File: src/rtl/popcount_serial_pkg.sv
// popcount_serial_pkg
// Shared definitions for the serial popcount block: the FSM state
// encoding and the counting-mode encoding seen on mode_i.
// No ports; imported by popcount_serial.

package popcount_serial_pkg;

  typedef enum logic [1:0] {
    ST_IDLE  = 2'd0,
    ST_COUNT = 2'd1,
    ST_DONE  = 2'd2
  } state_t;

  // mode_i encoding: count the ones as presented, or count the zeros
  localparam logic MODE_ONES  = 1'b0;
  localparam logic MODE_ZEROS = 1'b1;

endpackage

File: src/rtl/popcount_serial_pair_count.sv
// pair_count
// Counts the ones in a 2-bit slice. The result is 0, 1 or 2.
// Ports:
//   bits  in   2  slice to count
//   ones  out  2  number of set bits in the slice

module pair_count (
  input  logic [1:0] bits,
  output logic [1:0] ones
);

  // Half adder: carry gives the 2, sum gives the 1
  assign ones = {bits[1] & bits[0], bits[1] ^ bits[0]};

endmodule

File: src/rtl/popcount_serial.sv
// popcount_serial
// Serial population counter. One word is accepted in IDLE, then counted
// two bits per cycle in COUNT, and the result is presented in DONE until
// the consumer takes it. Zero counting is done by inverting the word at
// accept time, so the datapath only ever counts ones.
// WIDTH must be even and at least 2.
// Ports:
//   clk        in   1      clock, rising edge
//   rst_n      in   1      asynchronous active-low reset
//   in_valid   in   1      data_i/mode_i carry a word
//   in_ready   out  1      block is idle and can take a word
//   data_i     in   WIDTH  word to count
//   mode_i     in   1      0 = count ones, 1 = count zeros
//   out_valid  out  1      count_o holds a result
//   out_ready  in   1      consumer takes the result
//   count_o    out  CNT_W  result, 0 outside DONE
//   busy_o     out  1      high in COUNT and DONE

module popcount_serial
  import popcount_serial_pkg::*;
#(
  parameter int WIDTH = 8,
  parameter int CNT_W = $clog2(WIDTH + 1)
) (
  input  logic             clk,
  input  logic             rst_n,
  input  logic             in_valid,
  output logic             in_ready,
  input  logic [WIDTH-1:0] data_i,
  input  logic             mode_i,
  output logic             out_valid,
  input  logic             out_ready,
  output logic [CNT_W-1:0] count_o,
  output logic             busy_o
);

  localparam int PAIRS  = WIDTH / 2;
  localparam int PAIR_W = $clog2(PAIRS + 1);

  state_t             state;
  logic [WIDTH-1:0]   shift_q;
  logic [CNT_W-1:0]   acc_q;
  logic [PAIR_W-1:0]  pair_q;
  logic [1:0]         pair_ones;
  logic [CNT_W-1:0]   acc_next;

  pair_count u_pair_count (
    .bits (shift_q[1:0]),
    .ones (pair_ones)
  );

  // Running total including the pair currently at the bottom of the
  // shift register; the final value of this is the result.
  assign acc_next = acc_q + CNT_W'(pair_ones);

  // Control flags and count_o are registered alongside the state so they
  // change only with the state and come straight from flops.
  always_ff @(posedge clk or negedge rst_n) begin
    if (!rst_n) begin
      state     <= ST_IDLE;
      shift_q   <= '0;
      acc_q     <= '0;
      pair_q    <= '0;
      in_ready  <= 1'b1;
      out_valid <= 1'b0;
      busy_o    <= 1'b0;
      count_o   <= '0;
    end else begin
      case (state)
        ST_IDLE: begin
          if (in_valid) begin
            shift_q  <= (mode_i == MODE_ZEROS) ? ~data_i : data_i;
            acc_q    <= '0;
            pair_q   <= '0;
            state    <= ST_COUNT;
            in_ready <= 1'b0;
            busy_o   <= 1'b1;
          end
        end
        ST_COUNT: begin
          acc_q   <= acc_next;
          shift_q <= shift_q >> 2;
          pair_q  <= pair_q + PAIR_W'(1);
          // Last pair: hand the completed total straight to count_o
          if (pair_q == PAIR_W'(PAIRS - 1)) begin
            state     <= ST_DONE;
            out_valid <= 1'b1;
            count_o   <= acc_next;
          end
        end
        ST_DONE: begin
          if (out_ready) begin
            state     <= ST_IDLE;
            out_valid <= 1'b0;
            in_ready  <= 1'b1;
            busy_o    <= 1'b0;
            count_o   <= '0;
          end
        end
        default: begin
          state     <= ST_IDLE;
          out_valid <= 1'b0;
          in_ready  <= 1'b1;
          busy_o    <= 1'b0;
          count_o   <= '0;
        end
      endcase
    end
  end

endmodule

File: config.mk
export PLATFORM = sky130hd
export DESIGN_NAME = popcount_serial
export DESIGN_NICKNAME = d
export VERILOG_FILES = /design/src/rtl/popcount_serial_pkg.sv /design/src/rtl/popcount_serial_pair_count.sv /design/src/rtl/popcount_serial.sv
export SDC_FILE = /design/constraint.sdc
export NUM_CORES = 1
export LEC_CHECK = 0
export BUFFER_PORTS_ARGS = -buffer_cell sky130_fd_sc_hd__buf_4
export CORE_ASPECT_RATIO = 0.75
export CORE_MARGIN = 10
export CORE_UTILIZATION = 50
export CTS_CLUSTER_SIZE = 8
export DETAILED_ROUTE_END_ITERATION = 6
export PLACE_DENSITY = 0.74
export RECOVER_POWER = 25
export SLEW_MARGIN = 0
export SYNTH_ARGS = -nofsm -noshare
export SYNTH_HDL_FRONTEND = slang
export SYNTH_SLANG_ARGS = --single-unit
File: constraint.sdc
create_clock -name clk -period 1.99 [get_ports clk]
set_clock_uncertainty 0.2 [all_clocks]
set_input_delay 0.0995 -clock clk [delete_from_list [all_inputs] [get_ports clk]]
set_output_delay 0.0995 -clock clk [all_outputs]
set_load 0.02 [all_outputs]
# == After elaboration in Yosys (flattened, before gate mapping) ==
# Index checks and enable logic that the tools add are counted.
# W data, S select, Z words.
# word_totals
word_cells,49
register_bits,24
inputBits,13
output_inout_bits,7
# classes
bitwise,5
muxes,22
eq_ne,6
n_addsub,2
n_reduce_logical,6
# op_table
operator,count
$mux W8,2
$pmux W8 S2,1
$mux W4,3
$pmux W4 S3,1
$pmux W1 S3,3
$reduce_and A3 Y1,3
$not A8 Y8,1
$pmux W4 S2,1
$mux W2,3
$ne A2 B2 Y1 const B,3
$pmux W2 S3,1
$pmux W3 S2,1
$mux W1,5
$add A4 B2 Y4,1
$add A3 B1 Y3 const B,1
$eq A3 B2 Y1 const B,1
$mux W3,1
$eq A2 B1 Y1 const B,1
$eq A2 B2 Y1 const B,1
$logic_not A2 Y1,1
$not A1 Y1,2
$reduce_and A2 Y1,1
$reduce_bool A2 Y1,1
$and A1 B1 Y1,1
$xor A1 B1 Y1,1

# == Longest topological paths before layout ==
# Gate-level depths: netlist of the first run.
# depth
word_depth,4
mapped_depth,6
depth_no_buf,6

# == By module ==
# Synthesis of the first run repeated with hierarchy kept, for this count alone.
# hier_totals
hier_cells,132
area_unflattened_um2,1301.2
# modules_own_cells
mod,cells_per_inst,seq_area_each_um2,area_each_um2,instances
popcount_serial,131,601.8,1288.7,1
pair_count,1,0.0,12.5,1

# == Worst setup path after synthesis of the first run ==
# No wires, ideal clock.
# synth_path
kind,register to register
from,register shift_q[0]
to,register count_o[2]
n_path_buf,0
path_stages_with_launch,7
slack_ps,-9
setup_time_ps,125
required_time_ps,1665
synth_period_minus_slack_ps,1999
arrival_time_ps,1674
cell_sequence,dfrtp_1 ha_1 ha_1 fa_1 xnor2_1 nor2_1 mux2_2
# synth_between
elab_chain_cells,4
elab_cells_between_ends,5
classes_between,add/sub (1); mux (2); bitwise (2)
# synth_lines
item,line,rtl
from (decl),popcount_serial.sv:41,logic [WIDTH-1:0] shift_q;
from (signal assigned),popcount_serial.sv:72,shift_q <= (mode_i == MODE_ZEROS) ? ~data_i : data_i;
from (signal assigned),popcount_serial.sv:82,shift_q <= shift_q >> 2;
$xor A1 B1 Y1 or $and A1 B1 Y1 (tied branches),popcount_serial_pair_count.sv:13,"assign ones = {bits[1] & bits[0], bits[1] ^ bits[0]};"
$add A4 B2 Y4 (*),popcount_serial.sv:54,assign acc_next = acc_q + CNT_W'(pair_ones);
$mux W4 (*),popcount_serial.sv:85,if (pair_q == PAIR_W'(PAIRS - 1)) begin
$pmux W4 S3 (*),popcount_serial.sv:69,case (state)
to (signal assigned),popcount_serial.sv:88,count_o <= acc_next;
to (decl),popcount_serial.sv:33,"output logic [CNT_W-1:0] count_o,"
# Every way passes the cells marked *; elsewhere a longest branch is shown, timed or not. The select of a mux whose other input is x is not followed.
# A chain may end at the register's enable or synchronous reset.

# == Worst setup path after layout of the first run ==
# layout_path
from,register shift_q[0]
to,register acc_q[2]
# layout_between
elab_chain_cells,3
elab_cells_between_ends,4
classes_between,add/sub (1); mux (1); bitwise (2)
# layout_lines
item,line,rtl
$xor A1 B1 Y1 or $and A1 B1 Y1 (tied branches),popcount_serial_pair_count.sv:13,
$add A4 B2 Y4 (*),popcount_serial.sv:54,
$pmux W4 S2 (*),popcount_serial.sv:69,
to (signal assigned),popcount_serial.sv:81,acc_q <= acc_next;
to (decl),popcount_serial.sv:42,logic [CNT_W-1:0] acc_q;
# Every way passes the cells marked *; elsewhere a longest branch is shown, timed or not.

==> results of run 1 <==
## area by class of cell
type	count	area (µm²)	area share, %
Multi-Input combinational cell	93	646	39.1
Inverter	7	26.3	1.59
Clock buffer	4	36.3	2.20
Tap cell	34	42.5	2.58
Timing Repair Buffer	39	299	18.1
Sequential cell	24	602	36.4
## layer usage
metal / GRT usage [%] / wire [µm] / up-vias
met4: 4.24 / 53 / 0
met5: 0 / 0 / -
met2: 19.1 / 1560 / 35
met1: 16.4 / 1420 / 523
li1: - / - / 528
met3: 5.03 / 195 / 10
## power groups by stage
stage,Clock (W),Combinational [W],Sequential (W)
5_1_grt,0.000292,0.00114,0.000912
3_3_place_gp,0,0.000943,0.000879
2_1_floorplan,0,0.000656,0.000885
4_1_cts,0.000274,0.00102,0.000882
3_5_place_dp,0,0.000975,0.000890
6_report,0.000267,0.00101,0.000887
## Yosys cell counts, types with 2 or more instances
library cell	count
a21oi_1	13
a22o_1	2
a22oi_1	6
buf_2	3
buf_4	2
clkbuf_1	2
dfrtp_1	23
ha_1	5
inv_1	7
mux2i_1	2
nand2_1	13
nor2_1	5
nor2b_1	9
o211ai_1	2
o21ai_0	13
or4_1	2
xor2_1	8
## timing repair
action | in CTS | in global routing
endpoints found under the setup margin | 2 | 5
gates resized for setup | 2 | 4
pin swaps | 1 | 2
setup buffers | 1 | 1
hold buffers | 13 | 0
hold endpoints to repair | 36 | 0
## stage by stage
| stage | TNS [ns] | hold WS, ns | total power [W] | area, µm² | worst slack [ns] |
|---|---|---|---|---|---|
| final | -0.161 | 0.0563 | 0.00217 | 1650 | -0.0888 |
| after global placement | 0 | -0.186 | 0.00182 | 1480 | 0.0153 |
| after floorplan | 0 | -0.396 | 0.00154 | 1310 | 0.0441 |
| after detailed placement | -0.0247 | -0.179 | 0.00187 | 1480 | -0.0134 |
| after global routing | -0.217 | 0.0800 | 0.00234 | 1650 | -0.110 |
| after CTS | -0.0675 | 0.0163 | 0.00218 | 1660 | -0.0395 |
## how the worst min path moves through the flow
| stage | startpoint | end | slack [ns] | cells past startpoint |
|---|---|---|---|---|
| CTS | rst_n | in_ready | 0.02 | 2 |
| global route | mode_i | shift_q[5] | 0.08 | 4 |
| detailed placement | rst_n | count_o[0] | -0.18 | 1 |
| global placement | rst_n | count_o[0] | -0.19 | 1 |
| finish | rst_n | in_ready | 0.06 | 2 |
| floorplan | rst_n | acc_q[0] | -0.40 | 0 |
## state kept, by name, indices dropped and copies added, names as in the netlist
name,count
shift_q,8
acc_q,4
count_o,4
pair_q,3
state,2
busy_o,1
in_ready,1
out_valid,1
## critical path, stage by stage, from the launching register on
cell and delay, ns:
dfrtp_1 0.42, ha_1 0.31, ha_2 0.20, fa_2 0.37, or3b_4 0.25, o21ai_2 0.04
a22o_1 0.19
## cell usage in the layout (no fill, tap or decap), types with 2 or more instances in the layout
cell	count
a21oi_1	13
a22o_1	2
a22oi_1	6
buf_4	19
clkbuf_1	7
clkbuf_4	3
dfrtp_1	23
dlygate4sd3_1	13
ha_1	4
inv_1	7
mux2i_1	2
nand2_1	13
nor2_1	5
nor2b_1	8
o211ai_1	2
o21ai_0	12
or4_1	2
xor2_1	8
## kinds of logic after synthesis
| kind of cell | count (synthesis) |
|---|---|
| AOI/OAI and AO/OA | 40 |
| xor gates and xnor gates | 9 |
| adders and majority gates | 6 |
| buffers and inverters | 15 |
| DFF | 24 |
| muxes | 3 |
| and+or+nand+nor | 35 |
==> results by group, run 1 <==
Outcome
  – Outcome: complete, but fails checks
  – Failing checks: negative setup slack

Place
  – Post-DP HPWL: 2130 µm
  – Number of port buffers: 19
  – Cell count after placement: ~180
  – Routability cong.: slightly below 0.8

Synth
  – Share of synthesized registers carrying an async set or reset: 100%
  – Post-synth top area cell: dfrtp_1
  – Synth warnings: 0
  – Adder-cell area share of the yosys netlist: under 10%
  – Seq/Total Area, Yosys: between 40% and 50%
  – Register bit total from synthesis: 24
  – Syn Area/Cell: approximately 10 µm²
  – Largest family of logic cells by synthesized area: compound AO/OA/AOI/OAI gates
  – Cells after Synth: between 100 and 150
  – Mux share of post-synthesis cell area: 2.40%
  – EDFF count, synth: 0
  – Post-Synth XOR/XNOR Area: under 10%
  – Synth Area in Compound Gates: 18.6%
  – Top FF cell, synth: dfrtp_1
  – Top cell type's share of synthesized area: around 44%
  – Post-Synth Simple-Gate Area: 14.8%
  – Syn Nets: around 150
  – Synth top area cells: dfrtp_1 44%, xor2_1 5.4%, a21oi_1 5.0%, o21ai_0 5.0%, ha_1 4.8%
  – Mapped cell area: 0.00131 mm²
  – Synth unique cells: 32

Clock network
  – H-Tree Depth: 1
  – TritonCTS buffer count: 3
  – Root Driver: clkbuf_4
  – CTS max path bufs: 2
  – Clock latency at the later pin of the worst-skew pair: 0.32 ns
  – TritonCTS Sinks: 24
  – CTS tree: done
  – CTS clk-pin slew, worst paths: between 0.1 and 0.15 ns

Drt
  – Starting DRT DRC Count: 98
  – DR vias/cell: between 5 and 6
  – # DRC: 0
  – Drt total wl: between 3000 and 4000 µm
  – Drt wl/cell: between 15 and 20 µm
  – Number of antenna-violating nets in the routed design: 0
  – DR pass1 iterations: 4
  – Via count: 1096

Pwr
  – Internal power: roughly 0.0013 W
  – Leakage power: around 0.76 nW
  – Pwr dens: 1310 mW/mm²
  – Peak supply drop: 0.00101 V
  – Flop pwr share: between 40% and 50%
  – Switching share of power: a little over two fifths
  – Clock power share: between 10% and 20%
  – Sw Pwr: around 0.00091 W
  – Comb power frac: a little under half

Timing
  – Final hold vios: 0
  – Worst setup slack after layout: -0.0888 ns
  – Rel. slew slack: between 60% and 70%
  – Min Tclk post-route: slightly above 2 ns
  – Max-slew violation count: 0
  – Fmax achieved: just under 0.5 GHz
  – Slew @ Worst Pin: around 0.59 ns
  – Final setup fails: 2
  – Fin crit share: 104%
  – RSZ-0062 raised after global routing: yes

Critical path
  – WP data required: about 2 ns
  – R2R Setup Slk: -0.09 ns
  – Crit end category: register
  – Maximum fanout along the worst path: 3
  – Reg2reg start: shift_q[0]
  – Critical path launch point type: register
  – CP Launch Point: shift_q[0]
  – Worst R2R End: acc_q[2]
  – Crit Path Class: reg2reg
  – Crit path DAT: about 2.1 ns
  – Worst r2r path cells: 6
  – CP endpoint: acc_q[2]

Global routing
  – Largest net degree at the start of global routing: 17
  – Number of global-route vias before repair: roughly 1.1k
  – Overall Global Routing Usage: 12.8%
  – Initial antenna violation count: 0
  – GRT overflow: 0
  – First-pass GRT wire length: ~5200 µm

Layout
  – Area delta synth->final: 26.6%
  – Fillers: 183
  – Non-filler cells, final: 201
  – Final nets: 187
  – Number of diodes: 0
  – Layout cells sized above 1: 19.2%
  – Utilization after layout: 69.3%

Flow run
  – MaxCap Viol Count: 0

Floorplan
  – Die area: just over 0.005 mm²
  – Top-level port count: 20
  – # rows: 15
  – Die H: 64.2 µm
  – Core box area: 0.00238 mm²
  – Initial Util: between 50 and 60%
  – Die W: slightly below 80 µm

Hold path
  – Worst Hold Class: in2async
(Power assumes the default switching activity.)
==> inputs of run 2 (changes only) <==
--- a/config.mk
+++ b/config.mk
@@ -7,2 +7,3 @@
 export LEC_CHECK = 0
+export ABC_AREA = 1
 export BUFFER_PORTS_ARGS = -buffer_cell sky130_fd_sc_hd__buf_4
@@ -10,6 +11,6 @@
 export CORE_MARGIN = 10
-export CORE_UTILIZATION = 50
+export CORE_UTILIZATION = 58
 export CTS_CLUSTER_SIZE = 8
 export DETAILED_ROUTE_END_ITERATION = 6
-export PLACE_DENSITY = 0.74
+export PLACE_DENSITY = 0.82
 export RECOVER_POWER = 25
==> constraint.sdc (replaced) <==
create_clock -name clk -period 2.4 [get_ports clk]
set_clock_uncertainty 0.2 [all_clocks]
set_input_delay 0.24 -clock clk [delete_from_list [all_inputs] [get_ports clk]]
set_output_delay 0.24 -clock clk [all_outputs]
set_load 0.02 [all_outputs]
==> run 2 against run 1 <==
The flow now finishes without violations. Worst setup slack better by 0.56 ns. Final cell count down 15%. Clock power down 21%. Sequential power down 27%. Fmax up 7.7%. Via count down 20%. Critical endpoint is now count_o[2]. Highest routed layer unchanged.
==> results by group, run 2 <==
Clock network
  – TritonCTS Sinks: 24 (unchanged)
  – CTS tree: done
  – CTS clk-pin slew, worst paths: 0.12 ns (-0.02 ns)
  – TritonCTS buffer count: 3 (unchanged)
  – Clock latency at the later pin of the worst-skew pair: 0.31 ns (about the same)
  – CTS max path bufs: 2 (unchanged)
  – Root Driver: clkbuf_4
  – H-Tree Depth: 1 (unchanged)
  – Post-CTS Setup Inserts: 0 (-1)

Synth
  – Commonest cells in the netlist: 37 x nand2_1, 23 x dfrtp_1, 8 x xnor2_1, 7 x o21ai_1, 6 x o211ai_1
  – Register bit total from synthesis: 24 (unchanged)
  – Top cell type's share of synthesized area: 49.0% (+4.9 points)
  – Top FF cell, synth: dfrtp_1
  – Mapped cell area: 0.00117 mm² (-10%)
  – Share of synthesized registers carrying an async set or reset: 100% (unchanged)
  – Most common cell in the netlist: nand2_1
  – Synth top area cells: dfrtp_1 49%, nand2_1 12%, xnor2_1 6.0%, ha_1 5.3%, o211ai_1 3.8%
  – Cells after Synth: 124 (-6.1%)
  – Syn Area/Cell: 9.47 µm² (-4.2%)
  – Synth unique cells: 26 (-19%)
  – Synth warnings: 0 (unchanged)
  – Seq/Total Area, Yosys: 51.2% (+5.1 points)
  – EDFF count, synth: 0 (unchanged)
  – Syn Nets: 143 (-5.3%)
  – Post-synth top area cell: dfrtp_1

Layout
  – Design Area, Final: 0.00139 mm² (-16%)
  – Non-filler cells, final: 171 (-15%)
  – Layout cells sized above 1: 21.1% (+1.9 points)
  – Most frequent cells in the layout: 37 x nand2_1, 23 x dfrtp_1, 18 x buf_4
  – Biggest register: shift_q
  – Number of flip-flops under the largest register name: 8 (unchanged)
  – Multi-input logic area: 504 µm² (-22%)
  – Fillers: 147 (-20%)
  – Area delta synth->final: 18.1%
  – Register area: 602 µm² (unchanged)
  – Number of diodes: 0 (unchanged)
  – Biggest regs: shift_q: 8 flops, acc_q: 4 flops, count_o: 4 flops
  – Final nets: 167 (-11%)
  – Commonest non-fill, non-tap cell in the layout: nand2_1

Global routing
  – First-pass GRT wire length: 3890 µm (-26%)
  – GRT overflow: 0 (unchanged)
  – Largest net degree at the start of global routing: 25 (+8)
  – Number of global-route vias before repair: 892 (-18%)
  – Overall Global Routing Usage: 11.4% (-1.3 points)
  – Initial antenna violation count: 0 (unchanged)

Critical path
  – Crit path DAT: 1.99 ns (-0.12 ns)
  – Critical path launch point type: register
  – Crit Path Class: reg2reg
  – WP data required: 2.47 ns (+0.45 ns)
  – Crit end category: register
  – Reg2reg start: shift_q[0]
  – Maximum fanout along the worst path: 3 (unchanged)
  – CP Launch Point: shift_q[0]

Floorplan
  – # rows: 14 (-1)
  – Die H: 59.0 µm (-8.2%)
  – Die area: 0.00424 mm² (-16%)
  – Initial Util: 59.9% (+5.1 points)
  – Top-level port count: 20 (unchanged)
  – Core box area: 0.00196 mm² (-18%)
  – Die W: 72.0 µm (-8.9%)

Hold path
  – Worst Hold Class: in2reg
  – Hold path startpoint: data_i[4]

Timing
  – Final hold vios: 0 (unchanged)
  – RSZ-0062 raised after global routing: no
  – Fmax achieved: 0.518 GHz (+7.7%)
  – Min Tclk post-route: 1.93 ns (-0.149 ns)
  – Max-slew violation count: 0 (unchanged)
  – Final setup fails: 0 (-2)
  – Fin Setup TNS: 0 ns (+0.161 ns)
  – Fin crit share: 80.4% (-24 points)
  – Rel. slew slack: 17.4% (-43 points)
  – Slew @ Worst Pin: 1.24 ns (+0.651 ns)

Pwr
  – Pwr dens: 1140 mW/mm² (-13%)
  – Leakage power: 0.668 nW (-12%)
  – Total chip power: 0.00158 W (-27%)
  – Peak supply drop: 0.000842 V (-17%)

Place
  – Routability cong.: 0.749 (-5.7%)
  – Cell count after placement: 163 (-10%)
  – Placed Area: 0.00132 mm² (-11%)
  – Number of port buffers: 19 (unchanged)
  – Post-DP HPWL: 1670 µm (-21%)

Drt
  – Via count: 873 (-20%)
  – Starting DRT DRC Count: 25 (-74%)
  – # DRC: 0 (unchanged)
  – DR vias/cell: 5.11 (-6.4%)
  – Drt wl/cell: 13.2 µm (-18%)
  – Number of antenna-violating nets in the routed design: 0 (unchanged)
  – Drt total wl: 2260 µm (-30%)
  – DR pass1 iterations: 6 (+2)

Outcome
  – Outcome: finished clean

Flow run
  – MaxCap Viol Count: 0 (unchanged)
[run 2: per-stage QoR]
step	setup slack (ns)	hold WS (ns)	util (%)
2_1_floorplan	0.593	-0.256	-
3_3_place_gp	0.557	-0.0476	67.0
3_5_place_dp	0.504	-0.0472	67.0
4_1_cts	0.475	0.00419	70.4
5_1_grt	0.376	0.00272	70.7
6_report	0.470	0.0174	70.7
[run 2: layer usage]
metal / wire length (µm) / vias up / global-route usage (%)
li1: - / 450 / -
met3: 117 / 2 / 4.86
met4: 15 / 0 / 4.13
met5: 0 / - / 0
met1: 1030 / 403 / 12.3
met2: 1100 / 18 / 19.7
[run 2: cell families (layout without fill, tap and decap cells)]
logic type	count (synthesis)	count (layout)	share of synthesized area (%)
buffers and inverters	13	36	5.86
adder cells (fa/ha/maj)	6	6	7.03
AO/OA/AOI/OAI	21	21	10.9
AND/OR/NAND/NOR	52	52	19.1
XOR/XNOR	8	8	5.96
flip-flops	24	24	51.2
[run 2: where the power goes]
group	total, W	internal, W	switching, W
Sequential	0.000649	0.000556	0.0000923
Clock	0.000210	0.0000928	0.000118
Combinational	0.000723	0.000277	0.000446
Total	0.00158	0.000926	0.000655
[run 2: area by class of cell]
cell class	count	area share [%]
multi-input cells	87	36.3
repair buffers	23	12.9
well taps	24	2.16
flip-flops and latches	24	43.4
clock buffers	4	2.61
inverters	9	2.61
[run 2: worst paths after layout]
check | to | slack (ns) | cells after the start
hold / removal | shift_q[4] | 0.02 | 3
min in group asynchronous | count_o[0] | 0.50 | 2
setup reg to reg | count_o[2] | 0.47 | 8
setup / recovery | count_o[2] | 0.47 | 8
hold reg to reg | pair_q[0] | 0.30 | 1
max in group asynchronous | shift_q[6] | 0.78 | 2
[run 2: critical path: stages (launching register included)]
cell and delay, ns:
dfrtp_1 0.40, ha_1 0.30, ha_1 0.23, fa_1 0.40, nand2_1 0.08, nand2_1 0.06, nor2_1 0.10, nand2_1 0.05
nand2_1 0.06
[run 2: what timing repair did]
item                                   in CTS  in global routing
gates resized for setup                     0                  0
endpoints found under the hold margin      26                  1
hold buffers                                3                  1
